<file path="config.mk">
export PLATFORM = sky130hd
export DESIGN_NAME = intr_ctrl
export DESIGN_NICKNAME = d
export VERILOG_FILES = /design/src/rtl/intr_ctrl.sv
export SDC_FILE = /design/constraint.sdc
export NUM_CORES = 1
export LEC_CHECK = 0
export CAP_MARGIN = 0
export CORE_ASPECT_RATIO = 0.6
export CORE_MARGIN = 5
export CORE_UTILIZATION = 38
export CTS_BUF_LIST = sky130_fd_sc_hd__clkbuf_16
export CTS_CLUSTER_DIAMETER = 200
export DETAILED_ROUTE_END_ITERATION = 10
export PLACE_DENSITY = 0.63
export SKIP_CTS_REPAIR_TIMING = 1
export SLEW_MARGIN = 15
export SYNTH_ARGS = -nofsm -noshare
export SYNTH_HDL_FRONTEND = slang
export SYNTH_SLANG_ARGS = --single-unit
</file>
<file path="constraint.sdc">
create_clock -name IC_CLK -period 1.95 [get_ports IC_CLK]
set_clock_uncertainty 0.05 [all_clocks]
set_input_delay 0.4875 -clock IC_CLK [delete_from_list [all_inputs] [get_ports IC_CLK]]
set_output_delay 0.4875 -clock IC_CLK [all_outputs]
set_load 0.05 [all_outputs]
</file>
<file path="src/rtl/intr_ctrl.sv">
// 8-source priority interrupt controller on an MCU port bus (MASK / PEND-EOI / STATUS-ACK).
// Optional REQ acknowledge timeout with sticky TOF flag is enabled by defining IC_TIMEOUT_EN.
module intr_ctrl #(
  parameter logic [7:0] BASE_ID = 8'hE0,
  parameter logic [7:0] TIMEOUT = 8'd255
) (
  input  logic       IC_CLK,
  input  logic       IC_RST_N,
  input  logic [7:0] IC_IRQ,
  input  logic [7:0] IC_PORT_ID,
  input  logic [7:0] IC_DIN,
  input  logic       IC_IO_STRB,
  output logic [7:0] IC_DOUT,
  output logic       IC_INTR
);

  typedef enum logic [1:0] {
    ST_IDLE = 2'b00,
    ST_REQ  = 2'b01,
    ST_SERV = 2'b10,
    ST_BAD  = 2'b11
  } state_t;

  localparam logic [7:0] ADDR_MASK = BASE_ID;
  localparam logic [7:0] ADDR_PEND = BASE_ID + 8'd1;
  localparam logic [7:0] ADDR_STAT = BASE_ID + 8'd2;

  logic [7:0] r_sync1, r_sync2, r_prev;
  logic [2:0] r_arm;
  logic [7:0] r_mask, r_pend;
  logic [2:0] r_cur;
  state_t     r_st;
  logic       r_intr;

  state_t     w_st_next;
  logic [2:0] w_cur_next;
  logic [7:0] w_edge, w_pend_next, w_req;
  logic [2:0] w_lowest;
  logic       w_wr_mask, w_wr_eoi, w_wr_stat;
  logic       w_tof;
  logic       w_tof_set;

  assign w_wr_mask = IC_IO_STRB && (IC_PORT_ID == ADDR_MASK);
  assign w_wr_eoi  = IC_IO_STRB && (IC_PORT_ID == ADDR_PEND);
  assign w_wr_stat = IC_IO_STRB && (IC_PORT_ID == ADDR_STAT);

  // r_arm holds off edge detection until the synchronizer and r_prev carry real
  // samples, so lines already high at reset release are not seen as edges.
  assign w_edge      = r_arm[2] ? (r_sync2 & ~r_prev) : 8'h00;
  assign w_pend_next = (r_pend & ~(w_wr_eoi ? IC_DIN : 8'h00)) | w_edge;
  assign w_req       = r_pend & r_mask;

  always_comb begin
    w_lowest = 3'd0;
    for (int i = 7; i >= 0; i--) begin
      if (w_req[i]) w_lowest = 3'(i);
    end
  end

`ifdef IC_TIMEOUT_EN
  logic [7:0] r_cnt;
  logic [7:0] w_cnt_next;
  logic       r_tof;
  assign w_tof = r_tof;
`else
  assign w_tof = 1'b0;
`endif

  always_comb begin
    w_st_next  = r_st;
    w_cur_next = r_cur;
    w_tof_set  = 1'b0;
`ifdef IC_TIMEOUT_EN
    w_cnt_next = r_cnt;
`endif
    case (r_st)
      ST_IDLE: begin
        if (|w_req) begin
          w_st_next  = ST_REQ;
          w_cur_next = w_lowest;
`ifdef IC_TIMEOUT_EN
          w_cnt_next = 8'd0;
`endif
        end
      end
      ST_REQ: begin
        if (w_wr_stat) begin
          w_st_next = ST_SERV;
        end else if (!r_mask[r_cur]) begin
          w_st_next = ST_IDLE;
        end
`ifdef IC_TIMEOUT_EN
        else begin
          w_cnt_next = r_cnt + 8'd1;
          if (w_cnt_next == TIMEOUT) begin
            w_st_next = ST_IDLE;
            w_tof_set = 1'b1;
          end
        end
`endif
      end
      ST_SERV: begin
        if (w_wr_eoi) w_st_next = ST_IDLE;
      end
      default: w_st_next = ST_IDLE;
    endcase
  end

  always_ff @(posedge IC_CLK or negedge IC_RST_N) begin
    if (!IC_RST_N) begin
      r_sync1 <= 8'h00;
      r_sync2 <= 8'h00;
      r_prev  <= 8'h00;
      r_arm   <= 3'b000;
      r_mask  <= 8'h00;
      r_pend  <= 8'h00;
      r_cur   <= 3'd0;
      r_st    <= ST_IDLE;
      r_intr  <= 1'b0;
    end else begin
      r_sync1 <= IC_IRQ;
      r_sync2 <= r_sync1;
      r_prev  <= r_sync2;
      r_arm   <= {r_arm[1:0], 1'b1};
      if (w_wr_mask) r_mask <= IC_DIN;
      r_pend  <= w_pend_next;
      r_cur   <= w_cur_next;
      r_st    <= w_st_next;
      r_intr  <= (w_st_next == ST_REQ);
    end
  end

`ifdef IC_TIMEOUT_EN
  // A timeout in the same cycle as a TOF clear leaves the flag set.
  always_ff @(posedge IC_CLK or negedge IC_RST_N) begin
    if (!IC_RST_N) begin
      r_cnt <= 8'd0;
      r_tof <= 1'b0;
    end else begin
      r_cnt <= w_cnt_next;
      if (w_tof_set) r_tof <= 1'b1;
      else if (w_wr_stat && IC_DIN[7]) r_tof <= 1'b0;
    end
  end
`endif

  always_comb begin
    IC_DOUT = 8'h00;
    if (IC_PORT_ID == ADDR_MASK)      IC_DOUT = r_mask;
    else if (IC_PORT_ID == ADDR_PEND) IC_DOUT = r_pend;
    else if (IC_PORT_ID == ADDR_STAT) IC_DOUT = {w_tof, 2'b00, r_st, r_cur};
  end

  assign IC_INTR = r_intr;

endmodule

</file>
==> results.yml <==
status:
  outcome: "complete, but fails checks"
  violations: "negative setup slack"
floorplanning:
  ios: 36
  die_h_um: 66.0
  core_area_mm2: 0.00505
  die_w_um: 103
  start_util: 0.393
  die-area_mm2: 0.00682
  num_rows: 20
yosys:
  ys_seq_area_frac: 0.618
  syn-instance-count: 168
  synth.area.top_cells: "dfrtp_1 62%, mux2i_1 5.5%, mux2_2 5.1%"
  synth_cell_types: 31
  yosysWarningCount: 0
  syn_area_mm2: 0.00199
  syn_nets: 195
  yosys.area.top_type: "dfrtp_1"
  ys_ff_latch: 49
  syn_avg_cell_area_um2: 11.8
  synth_top_area_frac: 0.618
worst_setup_path:
  crit_required_ns: 1.41
  crit_arrival_ns: 1.56
  crit_fanout: 4
  start_kind: "primary input"
  crit_type: "in2out"
  crit_path_end_kind: "primary output"
global_route:
  grt_pass1_vias: 1446
  track_usage: 0.137
  grt_max_degree: 50
  grt_overflow: 0
  antenna_found_initial: 0
  grt_pass1_wl_um: 6980
timing:
  rsz0062_at_grt: "yes"
  min_period_ns: 2.10
  clock.fmax_mhz: 476
  min_period_over_period: 1.08
  hold_violations: 0
  setup_viol: 10
  setup_tns_ns: -0.462
  finalMaxSlewViolations: 0
  setup_ws_ns: -0.149
  holdWs_ns: 0.124
cts:
  clkTransAtPathRegs_ns: 0.06
  cts_tree: "built"
  clock-sinks: 49
  clk_path_buf_depth: 2
  clockRootBuffer: "clkbuf_16"
  numCtsBuffers: 5
  h-tree-depth: 2
  insertion_delay_ns: 0.28
power:
  p_seq_frac: 0.518
  switching_share: 0.246
  total_power_mw: 2.24
  power.switching_mw: 0.553
  power_leakage_nw: 1.24
  vdd.ir_drop.worst_uv: 632
  internal_power_mw: 1.69
  clkPwrFrac: 0.360
  p_per_area_mw_per_mm2: 788
  pwr-share-comb: 0.122
cells_and_area:
  layout_commonest_cell: "dfrtp_1"
  layout-drive-gt1-share: 0.303
  stdcell_count: 284
  seqCellArea_mm2: 0.00123
  antennaDiodeCount: 0
  fill_cells: 413
  areaGrowthSynthToFinish_pct: 43.5
  layout_common_cells: "49 x dfrtp_1, 18 x nand2_1, 17 x clkdlybuf4s50_1"
  nNetsFinal: 245
  multi_input_area_um2: 828
place:
  dp_cells: 273
  dp_slack_ns: -0.483
  port_buffers: 35
  gp_congestion: 0.834
  place_hpwl_um: 3190
detailed_routing:
  detail-route-antenna-nets: 0
  totalWireLength_um: 4390
  wl_per_cell_um: 15.5
  drt-pass1-iter-count: 4
  drc: 0
  drt_iter0_drc: 164
  vias_per_cell: 5.18
  num_vias: 1471
min_path:
  hold_path.class: "in2async"
run:
  drv_cap: 0
==> Yosys cell counts <==
cell / number
and2_1: 1
inv_1: 10
clkbuf_1: 4
nor4_2: 1
a31o_2: 1
o211ai_1: 1
nand2b_1: 1
o2bb2ai_1: 2
a32o_1: 8
nor2b_1: 2
mux2i_1: 11
buf_2: 1
dfrtp_1: 49
o311ai_0: 1
nor3_1: 1
a22oi_1: 3
nand4_1: 1
or2_2: 1
nand2_1: 18
conb_1: 1
a31oi_1: 2
nand3_1: 1
or3_4: 1
o21ai_0: 7
a21oi_1: 10
nand3b_1: 2
nor3_4: 1
or2_4: 1
mux2_2: 9
nand4b_1: 1
nor2_1: 15
==> critical path, cell delays in order <==
cell and delay (ns):
clkbuf_2 0.08, or2_4 0.25, or3_4 0.45, nor2_4 0.15, buf_12 0.14
==> power groups by stage <==
stage          Sequential (mW)  Combinational [mW]  Clock [mW]
2_1_floorplan             1.14               0.149           0
3_3_place_gp              1.16               0.243           0
3_5_place_dp              1.17               0.252           0
4_1_cts                   1.15               0.253       0.831
5_1_grt                   1.17               0.302       0.880
6_report                  1.16               0.275       0.807
==> state kept, by name, summed over array words and instances, names as in the netlist <==
signal,count
r_prev,8
r_mask,8
r_sync2,8
r_sync1,8
r_st,2
r_cur,3
IC_INTR,1
r_arm,3
r_pend,8
==> through the flow <==
stage               cell area [um2]   util
floorplan                      2070      -
global placement               2570  0.509
detailed placement             2570  0.509
CTS                            2710  0.536
global route                   2850  0.564
finish                         2850  0.564
==> routing by layer <==
layer  wire (um)  track usage  up-vias  part of all wire
met5           0            0        -                 0
met4          85       0.0630        0             0.019
met3         341       0.0474        7             0.078
met2        1920        0.189       48              0.44
met1        2040        0.190      724              0.46
li1            -            -      692                 -
==> worst paths after layout <==
kind / start / end / slack, ns / cells after the start
min in group IC_CLK: r_sync1[3] / r_sync2[3] / 0.30 / 0
setup reg to reg: r_mask[3] / IC_INTR / 0.31 / 4
hold reg to reg: r_sync1[3] / r_sync2[3] / 0.30 / 0
hold / removal: IC_RST_N / r_arm[0] / 0.12 / 2
setup / recovery: IC_PORT_ID[2] / IC_DOUT[6] / -0.15 / 5
max in group asynchronous: IC_RST_N / r_st[1] / 1.51 / 2
==> cell families after synthesis <==
| kind of cell | after synthesis | synth area share |
|---|---|---|
| other cells | 1 | 0.00189 |
| simple gates | 48 | 0.123 |
| mux | 20 | 0.106 |
| compound gates | 35 | 0.122 |
| buf+inv | 15 | 0.0290 |
| flops | 49 | 0.618 |
==> area by class of cell <==
cell class,instances,share of cell area
clock inverters,2,0.00439
repair buffers,48,0.188
flip-flops and latches,49,0.430
inverters,10,0.0132
well taps,66,0.0290
clock buffers,5,0.0439
multi-input cells,104,0.291
Note: power is estimated with default switching activity, not from simulation.
